--- src/rtl/line_streamer_if.sv ---
// line_streamer_if: start/pointer request, memory read port and character stream of line_streamer.
// LINE_STREAMER_REVERSE_EN adds the reverse request bit.
interface line_streamer_if #(
    parameter int ADDR_W = 10,
    parameter int LEN_W  = 10,
    parameter int CHAR_W = 8
);
    logic                    start;
    logic [LEN_W+ADDR_W-1:0] pointer_addr;
`ifdef LINE_STREAMER_REVERSE_EN
    logic                    reverse;
`endif
    logic [ADDR_W-1:0]       mem_addr;
    logic                    mem_en;
    logic [2*CHAR_W-1:0]     mem_dout;
    logic                    out_valid;
    logic                    out_ready;
    logic [CHAR_W-1:0]       lhs;
    logic [CHAR_W-1:0]       rhs;
    logic                    out_last;
    logic                    busy;
    logic                    done;
    logic [LEN_W-1:0]        chars_remaining;

    modport master (
`ifdef LINE_STREAMER_REVERSE_EN
        output reverse,
`endif
        output start, pointer_addr, mem_dout, out_ready,
        input  mem_addr, mem_en, out_valid, lhs, rhs, out_last, busy, done, chars_remaining
    );

    modport slave (
`ifdef LINE_STREAMER_REVERSE_EN
        input  reverse,
`endif
        input  start, pointer_addr, mem_dout, out_ready,
        output mem_addr, mem_en, out_valid, lhs, rhs, out_last, busy, done, chars_remaining
    );
endinterface

--- src/rtl/line_streamer.sv ---
// line_streamer: fetches one memory word per character of a line and streams {lhs, rhs} with backpressure.
// LINE_STREAMER_REVERSE_EN enables descending reads selected by the reverse bit.
module line_streamer #(
    parameter int ADDR_W  = 10,
    parameter int LEN_W   = 10,
    parameter int CHAR_W  = 8,
    parameter int MEM_LAT = 1
) (
    input logic           clk,
    input logic           rst,
    line_streamer_if.slave bus
);
    localparam int D  = MEM_LAT + 1;
    localparam int PW = (D > 2) ? 2 : 1;

    typedef enum logic [1:0] {IDLE, FETCH, DRAIN, ZERO} state_t;

    state_t              state_q, state_d;
    logic [ADDR_W-1:0]   addr_q, addr_d, base, first;
    logic [LEN_W-1:0]    len_q, issued_q, issued_d, rem_q, rem_d, len_in;
    logic                dir_q, dir, rev_in, done_q, done_d;
    logic [MEM_LAT-1:0]  vld_q;
    logic [2*CHAR_W-1:0] fifo_q [D];
    logic [PW-1:0]       wr_q, rd_q;
    logic [2:0]          cnt_q, inflight;
    logic [3:0]          occ;
    logic                accept_start, issue, push, pop, last_acc;

`ifdef LINE_STREAMER_REVERSE_EN
    assign rev_in = bus.reverse;
`else
    assign rev_in = 1'b0;
`endif

    assign base         = bus.pointer_addr[ADDR_W-1:0];
    assign len_in       = bus.pointer_addr[LEN_W+ADDR_W-1:ADDR_W];
    assign first        = rev_in ? base + ADDR_W'(len_in) - ADDR_W'(1) : base;
    assign accept_start = (state_q == IDLE) && bus.start;
    assign push         = vld_q[MEM_LAT-1];
    assign pop          = bus.out_valid && bus.out_ready;
    assign last_acc     = pop && bus.out_last;

    always_comb begin
        inflight = '0;
        for (int i = 0; i < MEM_LAT; i++) inflight = inflight + 3'(vld_q[i]);
    end

    // Occupancy counts the word leaving this cycle as already gone, so a full pipe still streams at one per cycle.
    assign occ      = 4'(cnt_q) + 4'(inflight) - 4'(pop);
    assign issue    = accept_start ? (len_in != '0)
                                   : (state_q == FETCH) && (issued_q != len_q) && (occ < 4'(D));
    assign dir      = accept_start ? rev_in : dir_q;
    assign issued_d = accept_start ? LEN_W'(issue) : issued_q + LEN_W'(issue);
    assign addr_d   = issue ? (dir ? bus.mem_addr - ADDR_W'(1) : bus.mem_addr + ADDR_W'(1)) : addr_q;
    assign rem_d    = accept_start ? len_in : rem_q - LEN_W'(pop);
    assign done_d   = last_acc || (accept_start && len_in == '0);

    always_comb begin
        state_d = state_q;
        case (state_q)
            IDLE:    if (bus.start) state_d = (len_in != '0) ? FETCH : ZERO;
            FETCH:   if (issued_d == len_q) state_d = DRAIN;
            DRAIN:   if (last_acc) state_d = IDLE;
            default: state_d = IDLE;
        endcase
    end

    always_ff @(posedge clk) begin
        if (rst) begin
            state_q  <= IDLE;
            addr_q   <= '1;
            len_q    <= '0;
            issued_q <= '0;
            rem_q    <= '0;
            dir_q    <= 1'b0;
            done_q   <= 1'b0;
            vld_q    <= '0;
            wr_q     <= '0;
            rd_q     <= '0;
            cnt_q    <= '0;
            for (int i = 0; i < D; i++) fifo_q[i] <= '0;
        end else begin
            state_q  <= state_d;
            addr_q   <= addr_d;
            issued_q <= issued_d;
            rem_q    <= rem_d;
            dir_q    <= dir;
            done_q   <= done_d;
            vld_q    <= MEM_LAT'({vld_q, issue});
            cnt_q    <= cnt_q + 3'(push) - 3'(pop);
            if (accept_start) len_q <= len_in;
            if (push) fifo_q[wr_q] <= bus.mem_dout;
            if (push) wr_q <= (wr_q == PW'(D - 1)) ? '0 : wr_q + PW'(1);
            if (pop) rd_q <= (rd_q == PW'(D - 1)) ? '0 : rd_q + PW'(1);
        end
    end

    assign bus.mem_en          = issue;
    assign bus.mem_addr        = accept_start ? first : addr_q;
    assign bus.out_valid       = cnt_q != '0;
    assign bus.lhs             = fifo_q[rd_q][2*CHAR_W-1:CHAR_W];
    assign bus.rhs             = fifo_q[rd_q][CHAR_W-1:0];
    assign bus.out_last        = bus.out_valid && (rem_q == LEN_W'(1));
    assign bus.busy            = (state_q == FETCH) || (state_q == DRAIN);
    assign bus.done            = done_q;
    assign bus.chars_remaining = rem_q;
endmodule

--- src/flat_wrapper.sv ---
// flat-port wrapper written by rule: the top's interface ports become plain ports
module line_streamer_flat 
#(
    parameter int ADDR_W  = 10,
    parameter int LEN_W   = 10,
    parameter int CHAR_W  = 8,
    parameter int MEM_LAT = 1
)
  (clk, rst, bus_start, bus_pointer_addr, bus_mem_dout, bus_out_ready, bus_mem_addr, bus_mem_en, bus_out_valid, bus_lhs, bus_rhs, bus_out_last, bus_busy, bus_done, bus_chars_remaining);
  line_streamer_if #(.ADDR_W(ADDR_W), .LEN_W(LEN_W), .CHAR_W(CHAR_W)) bus_i ();
  input logic clk;
  input logic rst;
  input wire logic [$bits(bus_i.start)-1:0] bus_start;
  input wire logic [$bits(bus_i.pointer_addr)-1:0] bus_pointer_addr;
  input wire logic [$bits(bus_i.mem_dout)-1:0] bus_mem_dout;
  input wire logic [$bits(bus_i.out_ready)-1:0] bus_out_ready;
  output wire logic [$bits(bus_i.mem_addr)-1:0] bus_mem_addr;
  output wire logic [$bits(bus_i.mem_en)-1:0] bus_mem_en;
  output wire logic [$bits(bus_i.out_valid)-1:0] bus_out_valid;
  output wire logic [$bits(bus_i.lhs)-1:0] bus_lhs;
  output wire logic [$bits(bus_i.rhs)-1:0] bus_rhs;
  output wire logic [$bits(bus_i.out_last)-1:0] bus_out_last;
  output wire logic [$bits(bus_i.busy)-1:0] bus_busy;
  output wire logic [$bits(bus_i.done)-1:0] bus_done;
  output wire logic [$bits(bus_i.chars_remaining)-1:0] bus_chars_remaining;
  assign bus_i.start = bus_start;
  assign bus_i.pointer_addr = bus_pointer_addr;
  assign bus_i.mem_dout = bus_mem_dout;
  assign bus_i.out_ready = bus_out_ready;
  assign bus_mem_addr = bus_i.mem_addr;
  assign bus_mem_en = bus_i.mem_en;
  assign bus_out_valid = bus_i.out_valid;
  assign bus_lhs = bus_i.lhs;
  assign bus_rhs = bus_i.rhs;
  assign bus_out_last = bus_i.out_last;
  assign bus_busy = bus_i.busy;
  assign bus_done = bus_i.done;
  assign bus_chars_remaining = bus_i.chars_remaining;
  line_streamer #(.ADDR_W(ADDR_W), .LEN_W(LEN_W), .CHAR_W(CHAR_W), .MEM_LAT(MEM_LAT)) u_core (.clk(clk), .rst(rst), .bus(bus_i));
endmodule
--- config.mk ---
export PLATFORM = sky130hd
export DESIGN_NAME = line_streamer_flat
export DESIGN_NICKNAME = d
export VERILOG_FILES = /design/src/rtl/line_streamer_if.sv /design/src/rtl/line_streamer.sv /design/src/flat_wrapper.sv
export SDC_FILE = /design/constraint.sdc
export NUM_CORES = 1
export LEC_CHECK = 0
export CAP_MARGIN = 20
export CORE_MARGIN = 10
export CORE_UTILIZATION = 40
export CTS_CLUSTER_DIAMETER = 60
export DETAILED_ROUTE_END_ITERATION = 8
export REMOVE_ABC_BUFFERS = 1
export SLEW_MARGIN = 20
export SYNTH_ARGS = -nofsm -noshare
export SYNTH_HDL_FRONTEND = slang
export SYNTH_SLANG_ARGS = --single-unit
--- constraint.sdc ---
create_clock -name clk -period 6.54 [get_ports clk]
set_input_delay 1.308 -clock clk [delete_from_list [all_inputs] [get_ports clk]]
set_output_delay 1.308 -clock clk [all_outputs]
set_load 0.05 [all_outputs]
======== After elaboration in Yosys (flattened, before gate mapping) ========
Memory sizes are Yosys's and may differ from the RTL's. A register that Yosys moved wholly into a read port is not among the register bits.
Index checks and enable logic that the tools add are counted.
storage, ports and cells
  bits in registers ....................... 50
  latch bits .............................. 0
  bits in writable memories ............... 32
  ROM bits ................................ 0
  input port bits ......................... 40
  output and inout port bits .............. 41
  word-level logic and storage cells ...... 69
  memories kept ........................... 1
memory list
  name           depth  width  read ports  clocked after Yosys merged registers in  wr ports  line                 text
  u_core.fifo_q  2      16     1           1                                        2         line_streamer.sv:23  logic [2*CHAR_W-1:0] fifo_q [D];
cells by class
  $add $sub $neg .......................... 10
  multiply operators ...................... 0
  divide/modulo/power cells ............... 0
  magnitude comparators ................... 1
  eq/ne operators ......................... 8
  shifts and indexed selects .............. 0
  multiplexer cells ....................... 23
  bitwise operators ....................... 0
  reduce and logical (&&, ||, !) cells .... 15
operator list
  cell                   number
  $mux 10                4
  $mux 16                1
  $reduce_or 16->1       1
  $mux 1                 13
  $add 10x1->10          1
  $add 10x1->10 const B  1
  $eq 10x1->1 const B    1
  $eq 10x10->1           1
  $logic_not 10->1       1
  $ne 10x10->1           1
  $reduce_bool 10->1     1
  $sub 10x1->10          1
  $sub 10x1->10 const B  1
  $mux 2                 4
  $logic_and 1x1->1      7
  $pmux 2 s3             1
  $add 3x1->4            1
  $lt 4x2->1 const B     1
  $ne 2x2->1 const B     2
  $sub 4x1->4            1
  $add 3x1->3            1
  $reduce_and 3->1       1
  $reduce_bool 3->1      1
  $sub 3x1->3            1
  6 further kinds        8

======== Logic depth before layout (Yosys ltp) ========
  depth in word-level cells ............... 11
  gate-level depth with buffers ........... 23
  depth with buffers taken out ............ 23

======== Worst setup path before layout ========
OpenSTA, ideal clock, no wires.
  path kind ............................... in2reg
  start point ............................. input bus_out_ready
  end point ............................... register u_core.state_q[0]
  arrival ................................. 5.708 ns
  required time ........................... 6.454 ns
  setup slack ............................. 0.745 ns
  cell stages on the path ................. 21
  path through ............................ nand2_1 -> inv_1 -> nand2_1 -> o21ai_0 -> ha_1 -> inv_1 -> fa_1 -> nand3_1 -> nor4_1 -> a21oi_1 -> inv_1 -> ha_1 -> ha_1 -> nand4_1 -> or4_1 -> nand2_1 -> xnor2_1 -> o211ai_1 -> a2111o_1 -> or3b_1 -> a221oi_2
on the way
  longest elaborated chain between the ends .. 10
RTL lines
  item                          line                 text
  start: declaration            flat_wrapper.sv:16   input wire logic [$bits(bus_i.out_ready)-1:0] bus_out_ready;
  $logic_and 1x1->1 *           line_streamer.sv:40  assign pop = bus.out_valid && bus.out_ready;
  named net u_core.pop          line_streamer.sv:27  logic accept_start, issue, push, pop, last_acc;
  $sub 4x1->4 *                 line_streamer.sv:49  assign occ = 4'(cnt_q) + 4'(inflight) - 4'(pop);
  $lt 4x2->1 *                  line_streamer.sv:51  : (state_q == FETCH) && (issued_q != len_q) && (occ < 4'(D));
  $logic_and 1x1->1 *           line_streamer.sv:51
  $mux 1 *                      line_streamer.sv:50  assign issue = accept_start ? (len_in != '0)
  named net bus_mem_en          flat_wrapper.sv:18   output wire logic [$bits(bus_i.mem_en)-1:0] bus_mem_en;
  $add 10x1->10                 line_streamer.sv:53  assign issued_d = accept_start ? LEN_W'(issue) : issued_q + LEN_W'(issue);
  $mux 10 *                     line_streamer.sv:53
  $eq 10x10->1 *                line_streamer.sv:62  FETCH: if (issued_d == len_q) state_d = DRAIN;
  $ne 2x2->1 (no line) *        --
  $reduce_and 3->1 (no line) *  --
  end signal: assignment        line_streamer.sv:83  state_q <= state_d;
  end: declaration              line_streamer.sv:18  state_t state_q, state_d;
Mark *: on every way through the listed nets, which the timed path passes. The rest lies on a longest branch.
A chain may end at the register's enable or synchronous reset.

======== Worst setup path after layout ========
  start point ............................. input bus_out_ready
  end point ............................... register u_core.state_q[0]
on the way
  longest elaborated chain between the ends .. 10
RTL lines
  item                          line
  $logic_and 1x1->1 *           line_streamer.sv:40
  named net u_core.pop          line_streamer.sv:27
  $sub 4x1->4                   line_streamer.sv:49
  $lt 4x2->1                    line_streamer.sv:51
  $logic_and 1x1->1             line_streamer.sv:51
  $mux 1                        line_streamer.sv:50
  $add 10x1->10                 line_streamer.sv:53
  $mux 10                       line_streamer.sv:53
  $eq 10x10->1                  line_streamer.sv:62
  $ne 2x2->1 (no line)          --
  $reduce_and 3->1 (no line) *  --
Marks and branches as above.

==> results.sh <==
export IMPL_placed_cell_area_um2=5380
export IMPL_synth_area_mux_share_pct=4.30
export IMPL_synth_top_family_by_area="simple AND/OR/NAND/NOR gates"
export IMPL_cts_tree="done"
export IMPL_rsz0062_at_grt="no"
export IMPL_period_needed_ns=6.01
export IMPL_combinationalPowerShare_pct=54.7
export IMPL_clk_transition_reported_paths_ns=0.08
export IMPL_synthToLayoutAreaGrowth_pct=25.4
export IMPL_cts_buffers=9
export IMPL_relSlewSlack_pct=49.9
export IMPL_required_ns=6.82
export IMPL_maxCapViolCount=0
export IMPL_htree_levels=3
export IMPL_worst_setup_path_start_kind="primary input"
export IMPL_antenna_found_initial=0
export IMPL_p_seq_share_pct=31.2
export IMPL_vias_per_cell=5.12
export IMPL_cp_arrival_ns=6.30
export IMPL_hold_viol=0
export IMPL_ys_types=48
export IMPL_initial_utilization_pct=40.8
export IMPL_place_hpwl_um=7930
export IMPL_clockPowerShare_pct=14.0
export IMPL_finalInstanceArea_um2=5550
export IMPL_synth_simple_area_share_pct=22.1
export IMPL_leakage_nw=2.16
export IMPL_track_usage_pct=13.8
export IMPL_cts_hold_buf=0
export IMPL_setup_tns_ns=0
export IMPL_synth_xor_area_share_pct=6.73
export IMPL_ys_ff_latch=83
export IMPL_ant_nets=0
export IMPL_die_x_um=125
export IMPL_final_max_slew_violation_count=0
export IMPL_fmax_mhz=166
export IMPL_dieArea_um2=15700
export IMPL_rrSetupSlack_ns=1.37
export IMPL_ys_seq_area_share_pct=44.8
export IMPL_gr_total_overflow=0
export IMPL_drt_iter0_drc=183
export IMPL_yosysWarnings=0
export IMPL_path_class="in2reg"
export IMPL_drc_errors=0
export IMPL_synth_area_per_cell_um2=9.26
export IMPL_grt_pass1_wl_um=18100
export IMPL_worst_pin_slew_ns=0.750
export IMPL_synth_edf_count=32
export IMPL_cts_repair_resize_count=0
export IMPL_drive_gt1_share_pct=8.56
export IMPL_hp_class="reg2reg"
export IMPL_syn_area_um2=4430
export IMPL_setup_viol=0
export IMPL_rows=38
export IMPL_cts_sinks=83
export IMPL_gp_congestion=0.857
export IMPL_end_kind="register"
export IMPL_drt_wl_total_um=11000
export IMPL_power_density_nw_per_um2=426
export IMPL_period_share_pct=92.0
export IMPL_ir_drop_mv=0.329
export IMPL_wire_per_inst_um=15.6
export IMPL_synth_cells=478
export IMPL_status="completed"
export IMPL_synth_compound_area_share_pct=12.6
export IMPL_insertion_delay_ns=0.36
export IMPL_grt_pass1_vias=3645
export IMPL_swShare_pct=45.6
export IMPL_ios=81
export IMPL_synthArstFlopShare_pct=0
export IMPL_p_int_mw=1.28
export IMPL_cts_root_buf="clkbuf_8"
export IMPL_drtPass1Iterations=4
export IMPL_clock_path_buffers=2
export IMPL_synth_adder_area_share_pct=5.99
export IMPL_coreArea_um2=10800
export IMPL_synth_flop_cell="dfxtp_1"
export IMPL_port_buffers=80
export IMPL_nets=616
export IMPL_clock_skew_ns=0.0102
export IMPL_die_y_um=125
export IMPL_vias=3590
export IMPL_cts_setup_buffers=0
export IMPL_path_max_fanout=5
export IMPL_grt_max_degree=51
export IMPL_n_antenna_cell=0
export IMPL_switchingPower_mw=1.08
-- critical path: stages --
cell and delay, ns:
clkdlybuf4s50_1 0.50, nand2_1 0.10, inv_1 0.09, nand2_1 0.10, o21ai_0 0.12, ha_1 0.21, inv_1 0.05, fa_1 0.50
nand3_1 0.07, nor4_1 0.45, a21oi_1 0.10, inv_1 0.19, ha_1 0.25, ha_1 0.23, nand4_1 0.18, or4_1 0.55
nand2_1 0.10, xnor2_1 0.12, o211ai_1 0.11, a2111o_1 0.40, or3b_1 0.37, a221oi_2 0.20
-- synth_stat cells (5+ instances only) --
| master | number | share of area [%] |
|---|---|---|
| o21ai_0 | 16 | 1.8 |
| nand2b_1 | 6 | 0.85 |
| inv_1 | 22 | 1.9 |
| a211o_1 | 6 | 1.2 |
| edfxtp_1 | 32 | 22 |
| ha_1 | 18 | 5.1 |
| xor2_1 | 11 | 2.2 |
| xnor2_1 | 23 | 4.6 |
| a21oi_1 | 40 | 4.5 |
| a211oi_1 | 5 | 0.85 |
| clkbuf_1 | 16 | 1.4 |
| mux2_2 | 16 | 4.1 |
| and2_1 | 34 | 4.8 |
| nand2_1 | 64 | 5.4 |
| nor2_1 | 33 | 2.8 |
| dfxtp_1 | 51 | 23 |
| nand3_1 | 7 | 0.79 |
| nand4_1 | 5 | 0.71 |
| nor4_1 | 5 | 0.71 |
| nor3_1 | 12 | 1.4 |
| nor2b_1 | 6 | 0.85 |
-- cell families after synthesis --
group,Yosys count
flops,83
compound gates,89
fa+ha+maj,20
xor+xnor,34
simple gates,194
mux,17
buf+inv,41
-- layout make-up --
cell class	count	area, um2
inverter	22	82.6
tap	140	175
sequential	83	1980
multi-input combinational	354	2290
timing repair buffer	86	851
clock buffer	10	128
fill	1037	5290
clock inverter	6	41.3
-- sequential cells by signal, summed over array words and instances, names as in the netlist, named ones only --
name and count:
u_core.wr_q 1, u_core.issued_q 10, u_core.addr_q 10, u_core.state_q 2
u_core.cnt_q 3, u_core.rd_q 1, u_core.bus.chars_remaining 10, u_core.len_q 10
u_core.push 1, u_core.fifo_q 32, u_core.bus.done 1, u_core.dir_q 1
-- power by group through the flow --
stage / Sequential, mW / Clock (mW) / Combinational (mW)
detailed placement: 0.750 / 0 / 1.30
global placement: 0.747 / 0 / 1.29
CTS: 0.739 / 0.342 / 1.31
floorplan: 0.790 / 0 / 0.856
global route: 0.754 / 0.364 / 1.41
finish: 0.738 / 0.331 / 1.29
-- cells in the final DEF (no fill, tap or decap), drive strengths merged, types with 3 or more instances in the layout --
cell type and count:
dfxtp 51, xnor2 23, nor2 33, a211o 6, nand3 8, xor2 11, a21oi 40, or2 4
o31ai 3, clkinv 4, mux2 16, nor2b 6, nor3 12, nand2 64, o21a 3, edfxtp 32
a211oi 5, a21o 4, ha 18, nand2b 6, nor3b 4, o211ai 3, inv 23, and2 35
buf 8, clkbuf 10, clkdlybuf4s50 78, nor4 5, o21ai 16, or3 3, nand4 5
-- per-layer routing --
layer,global-route usage [%],vias up,part of all wire [%]
li1,-,1814,-
met1,17.3,1679,48
met2,22.1,82,45
met3,3.25,15,5.0
met4,6.03,0,1.8
met5,0,-,0
-- metrics by stage --
stage	util (%)	hold WS [ns]	total power, mW	cells	setup slack (ns)
finish	51.2	0.468	2.36	701	0.525
global route	51.2	0.498	2.53	701	0.107
CTS	51.2	0.476	2.39	701	0.533
detailed placement	49.6	0.456	2.04	685	0.194
global placement	49.6	0.439	2.04	685	0.360
floorplan	-	0.429	1.65	459	0.487
-- final timing paths --
| check | cells after the start | to | from |
|---|---|---|---|
| worst max-delay path | 22 | u_core.state_q[0]$_SDFFE_PP0P_ | bus_out_ready |
| worst min-delay path | 1 | u_core.addr_q[4]$_SDFFE_PP1N_ | u_core.addr_q[4]$_SDFFE_PP1N_ |
| worst max register to register | 23 | u_core.state_q[0]$_SDFFE_PP0P_ | u_core.cnt_q[1]$_SDFF_PP0_ |
| worst min register to register | 1 | u_core.addr_q[4]$_SDFFE_PP1N_ | u_core.addr_q[4]$_SDFFE_PP1N_ |
(Power assumes the default switching activity.)
==> patch (same settings) <==
Encoding of `state_t`: now Gray code (2 bits for 4 states).
--- a/src/rtl/line_streamer.sv
+++ b/src/rtl/line_streamer.sv
@@ -13,7 +13,7 @@
     localparam int D  = MEM_LAT + 1;
     localparam int PW = (D > 2) ? 2 : 1;
 
-    typedef enum logic [1:0] {IDLE, FETCH, DRAIN, ZERO} state_t;
+    typedef enum logic [1:0] {IDLE = 2'b00, FETCH = 2'b01, DRAIN = 2'b11, ZERO = 2'b10} state_t;
 
     state_t              state_q, state_d;
     logic [ADDR_W-1:0]   addr_q, addr_d, base, first;
Function: no difference found for any inputs over 4 cycles, from zero or initial values and one cycle with rst high; so few cycles prove little.
==> patch against the unedited design <==
  * Combinational power shrank 34%
  * Routed wire length shrank 0.42%
  * Total power shrank 19%
  * Critical path depth is 8 lower
  * Sequential share of layout area fell by 0.17 points
  * Synthesized cell count fell by 1.3%
  * Critical endpoint is now bus_mem_en
  * Sequential power fell by 7.9%
  * Register-to-register slack improved by 0.71 ns
  * Count of clock-buffer cells in the layout is 1 lower
  * Synthesized area rose by 0.71%
  * Cell count is 1.4% lower
  * Sequential cell count unchanged
  * Design area is 0.47% higher
  * Worst setup slack improved by 0.89 ns
==> patch: results (changes against the unedited design) <==
dpl-instance-area_um2: 5375  # was 5379 µm²
place_ws_ns: 1.101  # was 0.1943 ns
drtIter0Drc: 144  # was 183
grt_use_total_pct: 13.95  # was 13.80%
sw_frac_of_total_pct: 40.91  # was 45.59%
via_per_inst: 5.155  # was 5.121
grt_first_pass_wirelength_mm: 18.26  # was 18.07 mm
crit_arrival_ns: 3.82  # was 6.30 ns
synth.top_cells.by_count: "nand2_1 (71), dfxtp_1 (51), nor2_1 (35)"  # was nand2_1 (64), dfxtp_1 (51), a21oi_1 (40)
use_met1_pct: 17.67  # was 17.32%
dp_hpwl_mm: 8.103  # was 7.929 mm
ir_drop_mv: 0.1699  # was 0.3291 mV
p_leak_nw: 2.269  # was 2.160 nW
endpoint: "bus_mem_en"  # was u_core.state_q[0]$_SDFFE_PP0P_
seq_power_share_pct: 35.6  # was 31.2%
layout-drive-gt1-share_pct: 9.256  # was 8.556%
synth_cells: 472  # was 478
whs_path_depth: 2  # was 1
min_to: "u_core.addr_q[8]$_SDFFE_PP1N_"  # was u_core.addr_q[4]$_SDFFE_PP1N_
r2r-end: "u_core.state_q[1]$_SDFFE_PP0P_"  # was u_core.state_q[0]$_SDFFE_PP0P_
p_comb_mw: 0.856  # was 1.29 mW
slew_headroom_pct: 45.40  # was 49.93%
ys_seq_area_share_pct: 44.47  # was 44.78%
grt_use_met3_pct: 3.338  # was 3.253%
grt_use_met2_pct: 22.81  # was 22.12%
max_stage_delay_ns: 0.48  # was 0.55 ns
grt_pass1_vias: 3577  # was 3645
place_congestion: 0.8457  # was 0.8574
path_delay_family: "buffers and inverters"  # was simple AND/OR/NAND/NOR gates
reg2reg_slack_ns: 2.08  # was 1.37 ns
fin_nets: 603  # was 616
post-route-period-util_pct: 78.36  # was 91.97%
crit_fanout: 20  # was 5
wire_per_inst_um: 15.78  # was 15.62 µm
ys_top_cells_by_area: "dfxtp_1 (23%), edfxtp_1 (22%), nand2_1 (6.0%)"  # was dfxtp_1 (23%), edfxtp_1 (22%), nand2_1 (5.4%)
grt_max_degree: 35  # was 51
dp_cells: 675  # was 685
hold_start: "u_core.addr_q[8]$_SDFFE_PP1N_"  # was u_core.addr_q[4]$_SDFFE_PP1N_
ys_types: 57  # was 48
status: "finished, final reports clean"  # unchanged
finalNonFillerCells: 691  # was 701
[patch: cell count changes in the layout (fill, tap and decap cells not counted), sizes merged, moves of 4 or more]
cell    change
nor3        -6
xor2       +16
nand2       +7
o21ai       -4
or3         +5
and3        +4
xnor2       -9
o211ai      +5
a211oi      -4
a211o       -6
a21oi      -12
[patch: layout make-up]
type	count	area, µm²
clock buffer	9	123.9
clock inverter	7	75.07
fill	1060	5314
inverter	19	71.32
multi-input combinational	349	2318
sequential	83	1982
tap	140	175.2
timing repair buffer	84	828.3
[patch: kinds of logic after synthesis]
kind of cell	Yosys count	synth area share, %
adder cells (fa/ha/maj)	17	5.110
buffers and inverters	40	3.650
AO/OA/AOI/OAI	71	10.58
XOR/XNOR	42	8.563
flip-flops	83	44.47
multiplexers	20	4.941
AND/OR/NAND/NOR	199	22.68
[patch: metal layers]
layer	vias to the layer above	wire length (µm)
met1	1668	5049
met4	0	126
met3	15	571
met2	103	5160
li1	1776	-
met5	-	0
